`config.mk`:
```
export PLATFORM = sky130hd
export DESIGN_NAME = hs_2_axi_flat
export DESIGN_NICKNAME = d
export VERILOG_FILES = /design/src/rtl/hs_2_axi_if.sv /design/src/rtl/hs_2_axi.sv /design/src/flat_wrapper.sv
export SDC_FILE = /design/constraint.sdc
export NUM_CORES = 1
export LEC_CHECK = 0
export ABC_AREA = 0
export BUFFER_PORTS_ARGS = -buffer_cell sky130_fd_sc_hd__buf_2
export CORE_UTILIZATION = 46
export CTS_CLUSTER_SIZE = 30
export DETAILED_ROUTE_END_ITERATION = 10
export PLACE_DENSITY = 0.8
export REMOVE_ABC_BUFFERS = 1
export SLEW_MARGIN = 20
export SYNTH_ARGS = -nofsm -noshare
export SYNTH_HDL_FRONTEND = slang
export SYNTH_SLANG_ARGS = --single-unit
export TNS_END_PERCENT = 5
```
`constraint.sdc`:
```
create_clock -name clk_i -period 1.7 [get_ports clk_i]
set_clock_uncertainty 0.2 [all_clocks]
set_input_delay 0.255 -clock clk_i [delete_from_list [all_inputs] [get_ports clk_i]]
set_output_delay 0.255 -clock clk_i [all_outputs]
set_load 0.02 [all_outputs]
```
`src/rtl/hs_2_axi_if.sv`:
```
// Bundle of the request-side handshake and the AXI4-Lite master channels of the hs_2_axi bridge.
// Parameters:
//   ADDR_W - address width (hs_addr_i, araddr_o, awaddr_o)
//   DATA_W - data width; STRB_W = DATA_W/8 byte strobes
// Modports:
//   master - bridge view: samples hs_* requests and AXI responses, drives AXI requests
//            and handshake completion
//   slave  - environment view: requester plus AXI-Lite responder
interface hs_2_axi_if #(
  parameter int unsigned ADDR_W = 32,
  parameter int unsigned DATA_W = 32
);
  localparam int unsigned STRB_W = DATA_W / 8;

  // Handshake (requester) side
  logic              hs_read_i;
  logic              hs_write_i;
  logic [ADDR_W-1:0] hs_addr_i;
  logic [DATA_W-1:0] hs_data_i;
  logic [STRB_W-1:0] hs_byte_select_i;
  logic              hs_busy_o;
  logic              hs_ready_o;
  logic [DATA_W-1:0] hs_data_o;
  logic              hs_err_o;

  // AXI4-Lite read channels
  logic              arvalid_o;
  logic              arready_i;
  logic [ADDR_W-1:0] araddr_o;
  logic              rvalid_i;
  logic              rready_o;
  logic [DATA_W-1:0] rdata_i;
  logic [1:0]        rresp_i;

  // AXI4-Lite write channels
  logic              awvalid_o;
  logic              awready_i;
  logic [ADDR_W-1:0] awaddr_o;
  logic              wvalid_o;
  logic              wready_i;
  logic [DATA_W-1:0] wdata_o;
  logic [STRB_W-1:0] wstrb_o;
  logic              bvalid_i;
  logic              bready_o;
  logic [1:0]        bresp_i;

  modport master (
    input  hs_read_i, hs_write_i, hs_addr_i, hs_data_i, hs_byte_select_i,
    output hs_busy_o, hs_ready_o, hs_data_o, hs_err_o,
    output arvalid_o, araddr_o, rready_o,
    input  arready_i, rvalid_i, rdata_i, rresp_i,
    output awvalid_o, awaddr_o, wvalid_o, wdata_o, wstrb_o, bready_o,
    input  awready_i, wready_i, bvalid_i, bresp_i
  );

  modport slave (
    output hs_read_i, hs_write_i, hs_addr_i, hs_data_i, hs_byte_select_i,
    input  hs_busy_o, hs_ready_o, hs_data_o, hs_err_o,
    input  arvalid_o, araddr_o, rready_o,
    output arready_i, rvalid_i, rdata_i, rresp_i,
    input  awvalid_o, awaddr_o, wvalid_o, wdata_o, wstrb_o, bready_o,
    output awready_i, wready_i, bvalid_i, bresp_i
  );
endinterface

```
`src/rtl/hs_2_axi.sv`:
```
// Handshake-to-AXI4-Lite initiator bridge. Turns single-cycle hs_read_i/hs_write_i pulses into
// one AXI-Lite transaction at a time and reports completion with a one-cycle hs_ready_o pulse
// (read data on hs_data_o, slave error on hs_err_o).
// Ports:
//   clk_i - clock, rising edge
//   rst_i - synchronous active-high reset; aborts any transaction in flight
//   bus   - hs_2_axi_if.master: handshake request/completion plus AR/R/AW/W/B channels
// Build option:
//   HS2AXI_SEQ_WRITE_EN - when defined, W is only raised the cycle after the AW handshake
//                         (address-first slaves); otherwise AW and W are issued together.
// All outputs are registered; no valid depends combinationally on a ready.
module hs_2_axi (
  input logic       clk_i,
  input logic       rst_i,
  hs_2_axi_if.master bus
);

  typedef enum logic [2:0] {
    StIdle,
    StRdAddr,
    StRdData,
    StWrReq,
    StWrResp,
    StDone
  } state_e;

  state_e state_q;
  logic   aw_done_q;
  logic   w_done_q;

  logic aw_hs;
  logic w_hs;
  logic aw_done_now;
  logic w_done_now;

  assign aw_hs       = bus.awvalid_o & bus.awready_i;
  assign w_hs        = bus.wvalid_o & bus.wready_i;
  // AW and W may finish in either order; remember the one that already went.
  assign aw_done_now = aw_done_q | aw_hs;
  assign w_done_now  = w_done_q | w_hs;

  always_ff @(posedge clk_i) begin
    if (rst_i) begin
      state_q        <= StIdle;
      aw_done_q      <= 1'b0;
      w_done_q       <= 1'b0;
      bus.hs_busy_o  <= 1'b0;
      bus.hs_ready_o <= 1'b0;
      bus.hs_data_o  <= '0;
      bus.hs_err_o   <= 1'b0;
      bus.arvalid_o  <= 1'b0;
      bus.araddr_o   <= '0;
      bus.rready_o   <= 1'b0;
      bus.awvalid_o  <= 1'b0;
      bus.awaddr_o   <= '0;
      bus.wvalid_o   <= 1'b0;
      bus.wdata_o    <= '0;
      bus.wstrb_o    <= '0;
      bus.bready_o   <= 1'b0;
    end else begin
      bus.hs_ready_o <= 1'b0;
      unique case (state_q)
        StIdle: begin
          // Write wins a simultaneous request; the read is dropped.
          if (bus.hs_write_i) begin
            state_q       <= StWrReq;
            bus.hs_busy_o <= 1'b1;
            bus.awaddr_o  <= bus.hs_addr_i;
            bus.wdata_o   <= bus.hs_data_i;
            bus.wstrb_o   <= bus.hs_byte_select_i;
            bus.awvalid_o <= 1'b1;
`ifdef HS2AXI_SEQ_WRITE_EN
            bus.wvalid_o  <= 1'b0;
`else
            bus.wvalid_o  <= 1'b1;
`endif
            aw_done_q     <= 1'b0;
            w_done_q      <= 1'b0;
          end else if (bus.hs_read_i) begin
            state_q       <= StRdAddr;
            bus.hs_busy_o <= 1'b1;
            bus.araddr_o  <= bus.hs_addr_i;
            bus.arvalid_o <= 1'b1;
          end
        end
        StRdAddr: begin
          if (bus.arready_i) begin
            state_q       <= StRdData;
            bus.arvalid_o <= 1'b0;
            bus.rready_o  <= 1'b1;
          end
        end
        StRdData: begin
          if (bus.rvalid_i) begin
            state_q        <= StDone;
            bus.rready_o   <= 1'b0;
            bus.hs_data_o  <= bus.rdata_i;
            bus.hs_err_o   <= (bus.rresp_i != 2'b00);
            bus.hs_ready_o <= 1'b1;
          end
        end
        StWrReq: begin
          aw_done_q <= aw_done_now;
          w_done_q  <= w_done_now;
          if (aw_hs) begin
            bus.awvalid_o <= 1'b0;
`ifdef HS2AXI_SEQ_WRITE_EN
            bus.wvalid_o  <= 1'b1;
`endif
          end
          if (w_hs) begin
            bus.wvalid_o <= 1'b0;
          end
          if (aw_done_now && w_done_now) begin
            state_q      <= StWrResp;
            bus.bready_o <= 1'b1;
          end
        end
        StWrResp: begin
          if (bus.bvalid_i) begin
            state_q        <= StDone;
            bus.bready_o   <= 1'b0;
            bus.hs_err_o   <= (bus.bresp_i != 2'b00);
            bus.hs_ready_o <= 1'b1;
          end
        end
        StDone: begin
          // hs_ready_o is high this cycle; requests are taken again from the next one.
          state_q       <= StIdle;
          bus.hs_busy_o <= 1'b0;
        end
        default: begin
          state_q <= StIdle;
        end
      endcase
    end
  end

endmodule

```
`src/flat_wrapper.sv`:
```
// flat-port wrapper written by rule: the top's interface ports become plain ports
module hs_2_axi_flat 
  (clk_i, rst_i, bus_hs_read_i, bus_hs_write_i, bus_hs_addr_i, bus_hs_data_i, bus_hs_byte_select_i, bus_hs_busy_o, bus_hs_ready_o, bus_hs_data_o, bus_hs_err_o, bus_arvalid_o, bus_araddr_o, bus_rready_o, bus_arready_i, bus_rvalid_i, bus_rdata_i, bus_rresp_i, bus_awvalid_o, bus_awaddr_o, bus_wvalid_o, bus_wdata_o, bus_wstrb_o, bus_bready_o, bus_awready_i, bus_wready_i, bus_bvalid_i, bus_bresp_i);
  hs_2_axi_if #(.ADDR_W(32), .DATA_W(32)) bus_i ();
  input logic clk_i;
  input logic rst_i;
  input wire logic [$bits(bus_i.hs_read_i)-1:0] bus_hs_read_i;
  input wire logic [$bits(bus_i.hs_write_i)-1:0] bus_hs_write_i;
  input wire logic [$bits(bus_i.hs_addr_i)-1:0] bus_hs_addr_i;
  input wire logic [$bits(bus_i.hs_data_i)-1:0] bus_hs_data_i;
  input wire logic [$bits(bus_i.hs_byte_select_i)-1:0] bus_hs_byte_select_i;
  output wire logic [$bits(bus_i.hs_busy_o)-1:0] bus_hs_busy_o;
  output wire logic [$bits(bus_i.hs_ready_o)-1:0] bus_hs_ready_o;
  output wire logic [$bits(bus_i.hs_data_o)-1:0] bus_hs_data_o;
  output wire logic [$bits(bus_i.hs_err_o)-1:0] bus_hs_err_o;
  output wire logic [$bits(bus_i.arvalid_o)-1:0] bus_arvalid_o;
  output wire logic [$bits(bus_i.araddr_o)-1:0] bus_araddr_o;
  output wire logic [$bits(bus_i.rready_o)-1:0] bus_rready_o;
  input wire logic [$bits(bus_i.arready_i)-1:0] bus_arready_i;
  input wire logic [$bits(bus_i.rvalid_i)-1:0] bus_rvalid_i;
  input wire logic [$bits(bus_i.rdata_i)-1:0] bus_rdata_i;
  input wire logic [$bits(bus_i.rresp_i)-1:0] bus_rresp_i;
  output wire logic [$bits(bus_i.awvalid_o)-1:0] bus_awvalid_o;
  output wire logic [$bits(bus_i.awaddr_o)-1:0] bus_awaddr_o;
  output wire logic [$bits(bus_i.wvalid_o)-1:0] bus_wvalid_o;
  output wire logic [$bits(bus_i.wdata_o)-1:0] bus_wdata_o;
  output wire logic [$bits(bus_i.wstrb_o)-1:0] bus_wstrb_o;
  output wire logic [$bits(bus_i.bready_o)-1:0] bus_bready_o;
  input wire logic [$bits(bus_i.awready_i)-1:0] bus_awready_i;
  input wire logic [$bits(bus_i.wready_i)-1:0] bus_wready_i;
  input wire logic [$bits(bus_i.bvalid_i)-1:0] bus_bvalid_i;
  input wire logic [$bits(bus_i.bresp_i)-1:0] bus_bresp_i;
  assign bus_i.hs_read_i = bus_hs_read_i;
  assign bus_i.hs_write_i = bus_hs_write_i;
  assign bus_i.hs_addr_i = bus_hs_addr_i;
  assign bus_i.hs_data_i = bus_hs_data_i;
  assign bus_i.hs_byte_select_i = bus_hs_byte_select_i;
  assign bus_hs_busy_o = bus_i.hs_busy_o;
  assign bus_hs_ready_o = bus_i.hs_ready_o;
  assign bus_hs_data_o = bus_i.hs_data_o;
  assign bus_hs_err_o = bus_i.hs_err_o;
  assign bus_arvalid_o = bus_i.arvalid_o;
  assign bus_araddr_o = bus_i.araddr_o;
  assign bus_rready_o = bus_i.rready_o;
  assign bus_i.arready_i = bus_arready_i;
  assign bus_i.rvalid_i = bus_rvalid_i;
  assign bus_i.rdata_i = bus_rdata_i;
  assign bus_i.rresp_i = bus_rresp_i;
  assign bus_awvalid_o = bus_i.awvalid_o;
  assign bus_awaddr_o = bus_i.awaddr_o;
  assign bus_wvalid_o = bus_i.wvalid_o;
  assign bus_wdata_o = bus_i.wdata_o;
  assign bus_wstrb_o = bus_i.wstrb_o;
  assign bus_bready_o = bus_i.bready_o;
  assign bus_i.awready_i = bus_awready_i;
  assign bus_i.wready_i = bus_wready_i;
  assign bus_i.bvalid_i = bus_bvalid_i;
  assign bus_i.bresp_i = bus_bresp_i;
  hs_2_axi u_core (.clk_i(clk_i), .rst_i(rst_i), .bus(bus_i));
endmodule
```
Word level (Yosys, flattened, before mapping):

Cells that the tools add are included.

* output and inout port bits: 140
* register bits after elaboration: 145

* bitwise logic cells: 5
* reduce and logical (&&, ||, !) cells: 22
* mux-type cells: 33
* equality and inequality tests: 15

Operator list (count)
* one-hot mux 1 bit (2 select lines): 10
* 2-to-1 mux 3 bit: 6
* AND reduction 3 bit: 6
* 2-to-1 mux 1 bit: 16
* nonzero test 2 bit: 8
* one-hot mux 3 bit (5 select lines): 1
* != test 2 bit (second input constant): 6
* AND reduction 2 bit: 4
* == test 3 x 2 -> 1 bit (second input constant): 2
* == test 3 bit (second input constant): 2
* != test 2 x 1 -> 1 bit (second input constant): 3
* AND reduction 5 bit: 1
* AND reduction 4 bit: 1
* == test 3 x 1 -> 1 bit (second input constant): 1
* zero test 3 bit: 1
* != test 3 bit (second input constant): 1
* AND 1 bit: 2
* bitwise OR 1 bit: 2
* logical AND 1 bit: 1
* NOT 1 bit: 1

Longest topological paths before layout:

* depth after elaboration: 5
* mapped depth: 7
* depth with buffers taken out: 4

Least setup slack after synthesis:

Ideal clock, no wire load.

* path type: reg2reg
* from: register u_core.state_q[0]
* to: register u_core.bus.wdata_o[19]
* cell stages (with the launch flop): 7
* library setup time: 0.132 ns
* required time: 1.368 ns
* data arrival time: 1.107 ns
* clock period less this slack: 1.439 ns
* path slack: 0.261 ns
* buffers on the path: 2
* cell sequence: dfxtp_1 nor3_2 nand2_1 buf_2 buf_4 nand2_1 a21oi_1

* cells in the longest elaborated chain, start to end: 2

RTL lines
* start, declared: RTL line hs_2_axi.sv:27 `state_e state_q;`
* start signal, assigned: RTL line hs_2_axi.sv:44 `state_q <= StIdle;`
* start signal, assigned: RTL line hs_2_axi.sv:66 `state_q <= StWrReq;`
* start signal, assigned: RTL line hs_2_axi.sv:80 `state_q <= StRdAddr;`
* zero test 3 bit: RTL line hs_2_axi.sv:62 `unique case (state_q)`
* AND reduction 2 bit (no line)
* end signal, assigned: RTL line hs_2_axi.sv:69 `bus.wdata_o <= bus.hs_data_i;`
* end, declared: RTL line hs_2_axi_if.sv:52 `output awvalid_o, awaddr_o, wvalid_o, wdata_o, wstrb_o, bready_o,`

Every way passes these cells.
A chain may end at the register's enable or synchronous reset.

Worst setup path after layout:

* from: register u_core.state_q[2]
* to: register u_core.bus.wdata_o[25]

Same word-level chain as after synthesis.

==> metrics.txt <==
Sink Count 145; Die Span X 109 um; final non-filler cell total 1155; crit path cell chain nor3_4, and2_4, buf_12, nand2_1, a21oi_4; vias in the first global route 5753; Gate power share 0.225; Num CTS Buffers 17; Initial DRC Count 514; GPL Wtd Cong 0.779; Max IR drop VDD 1220 uV; P_leak 0.00378 uW; Die H 109 um; worst r2r path cells 5; Final Core Density 0.765; num rows 38; sequential share of power 0.392; Area Growth Syn to Fin 60.4%; clk_lat worst skew 0.40 ns; Placed Instances 1011; CTS tree yes; die footprint 11800 um2; via count 5997; ratio of cells with drive above 1 in the final layout 0.310; R2R Setup Slk 0.05 ns; Arr. time, crit path 1.78 ns; Crit path buffers/inverters 1; largest net degree at the start of global routing 56; clock buffer depth 2; gate count of the mapped netlist 651; # IOs 253; fin crit share 0.973; Worst Setup Start Kind flop; global-route wire length before repair 28200 um; Max Freq 0.605 GHz; Detail Placement HPWL 9880 um; Worst path depth 5; crit-path max FO 15; vias per cell 5.19; hold path cells 5; max-slew violation count 0; Final min period 1.65 ns; Fin. Hold Viols 0; Psw 2930 uW; Post-route DRC 0; pwr dens 1180 nW/um2; Top Family by Delay on Critical Path simple AND/OR/NAND/NOR gates; CTS root buffer clkbuf_16; total track usage 0.314; final setup margin 0.0465 ns; post-synthesis sequential area ratio 0.556; synth unique cells 30; Initial Util 0.477; Yosys Warn Count 0; headroom to the max-slew limit 0.729; PortBufs 252; RSZ-0062 raised after global routing no; actual slew at the worst max-slew pin 0.407 ns; DRT Wirelength 18700 um; Finish-stage setup viols 0; Initial DRT Pass Iterations 5; core area 10900 um2; Switching Fraction 0.297; DR WL/cell 16.2 um; CP peak stage delay 0.34 ns; Critical-path top delay cell dfxtp_1; Hold Crit Class in2reg; internal power 6940 uW; CP Capture Type flop; Clk pwr share 0.382; Yosys reg bits 145; Crit path required time 1.83 ns; H-tree Lvls 4; total gr overflow 0; status finished, final reports clean; Routed Antenna Nets 0; mapped cell area 5220 um2; post-synthesis average cell area 8.01 um2; max_cap viols 0; pre-CTS setup slack 0.127 ns; Clock Pin Slew Worst Setup and Hold Paths 0.06 ns; critical setup path kind reg2reg; Final #Nets 1113; antenna violations before repair 2
==> cell families (layout without fill, tap and decap cells) <==
logic type / count (synthesis) / after routing / share of synthesized area
flip-flops: 145 / 145 / 0.556
AO/OA/AOI/OAI: 158 / 158 / 0.158
AND/OR/NAND/NOR: 297 / 297 / 0.224
buffers and inverters: 51 / 413 / 0.0612
other: 0 / 2 / 0
==> Yosys cell counts (all sizes together) <==
cell | count | area, um2
nand2 | 269 | 1010
o21bai | 1 | 7.51
a21oi | 141 | 706
dfxtp | 145 | 2900
nand3 | 2 | 10.0
a31oi | 2 | 12.5
and3b | 1 | 8.76
clkbuf | 17 | 63.8
o21ai | 6 | 30.0
inv | 2 | 7.51
nor2 | 10 | 40.0
nand3b | 3 | 22.5
nor3 | 5 | 30.0
nand2b | 3 | 18.8
and3 | 2 | 12.5
a211oi | 4 | 35.0
o311ai | 2 | 17.5
a21o | 1 | 7.51
buf | 32 | 248
and2 | 1 | 6.26
nor3b | 1 | 12.5
a32oi | 1 | 8.76
==> final cells by class <==
type	instances	area (um2)
flip-flops and latches	145	2900
repair buffers	379	2630
fillers	697	2570
multi-input cells	455	2040
clock buffers	19	443
well taps	140	175
clock inverters	13	163
inverters	2	7.51
diodes	2	5.00
==> state kept, by name, summed over array words and instances (netlist names), 3 cells and up <==
signal / cells
u_core.bus.wdata_o: 32
u_core.bus.awaddr_o: 32
u_core.bus.wstrb_o: 4
u_core.bus.hs_data_o: 32
u_core.state_q: 3
u_core.bus.araddr_o: 32
==> metal layers <==
layer  part of all wire  global-route usage  wire (um)  up-vias
li1                   -                   -          -     2819
met1               0.37               0.328       6840     2786
met2               0.51               0.519       9510      310
met3              0.076               0.131       1420       82
met4              0.048               0.193        898        0
met5                  0              0.0313          0        -
==> power by group through the flow <==
stage / logic (uW) / clock network, uW / registers, uW
2_1_floorplan: 625 / 0 / 4310
3_3_place_gp: 1840 / 0 / 3910
3_5_place_dp: 1860 / 0 / 3920
4_1_cts: 2060 / 3830 / 3850
5_1_grt: 2400 / 4020 / 3910
6_report: 2230 / 3780 / 3870
==> metrics by stage <==
stage | setup TNS [ns] | cell area (um2) | total power (uW) | hold WS [ns]
6_report | 0 | 8370 | 9880 | 0.0189
3_3_place_gp | 0 | 6580 | 5750 | 0.239
2_1_floorplan | -57.10 | 4910 | 4930 | 0.124
4_1_cts | 0 | 8230 | 9740 | 0.00767
5_1_grt | 0 | 8370 | 10300 | 0.0283
3_5_place_dp | 0 | 6580 | 5780 | 0.243
==> worst paths after layout <==
kind / from / endpoint
worst max-delay path: u_core.state_q[2] / u_core.bus.wdata_o[25]
worst min register to register: u_core.bus.araddr_o[13] / u_core.bus.araddr_o[13]
worst max register to register: u_core.state_q[2] / u_core.bus.wdata_o[25]
worst min-delay path: bus_bresp_i[0] / u_core.bus.hs_err_o
==> repair_timing <==
action | in CTS | in global routing
resized for setup | 0 | 10
buffers inserted | 0 | 3
endpoints found under the hold margin | 139 | 0
setup endpoints to repair | 0 | 5
hold buffers | 105 | 0
==> cells in the final DEF, fill, tap and decap left out, types with 3 or more instances in the layout <==
master and n:
nand2_1 268, buf_2 251, dfxtp_1 145, a21oi_1 139
dlygate4sd3_1 105, clkbuf_16 19, buf_4 11, nor2_1 9
buf_12 9, o21ai_0 4, nor3_1 4, clkinv_4 4
nand2b_1 3, nand3b_1 3, a211oi_1 3, bufinv_16 3
clkinv_2 3, clkinvlp_4 3
==> worst reg2reg max path, cell delays in order, from the launching register on <==
cell,delay [ns]
dfxtp_1,0.34
nor3_4,0.24
and2_4,0.23
buf_12,0.15
nand2_1,0.18
a21oi_4,0.23
(Power assumes the default switching activity.)
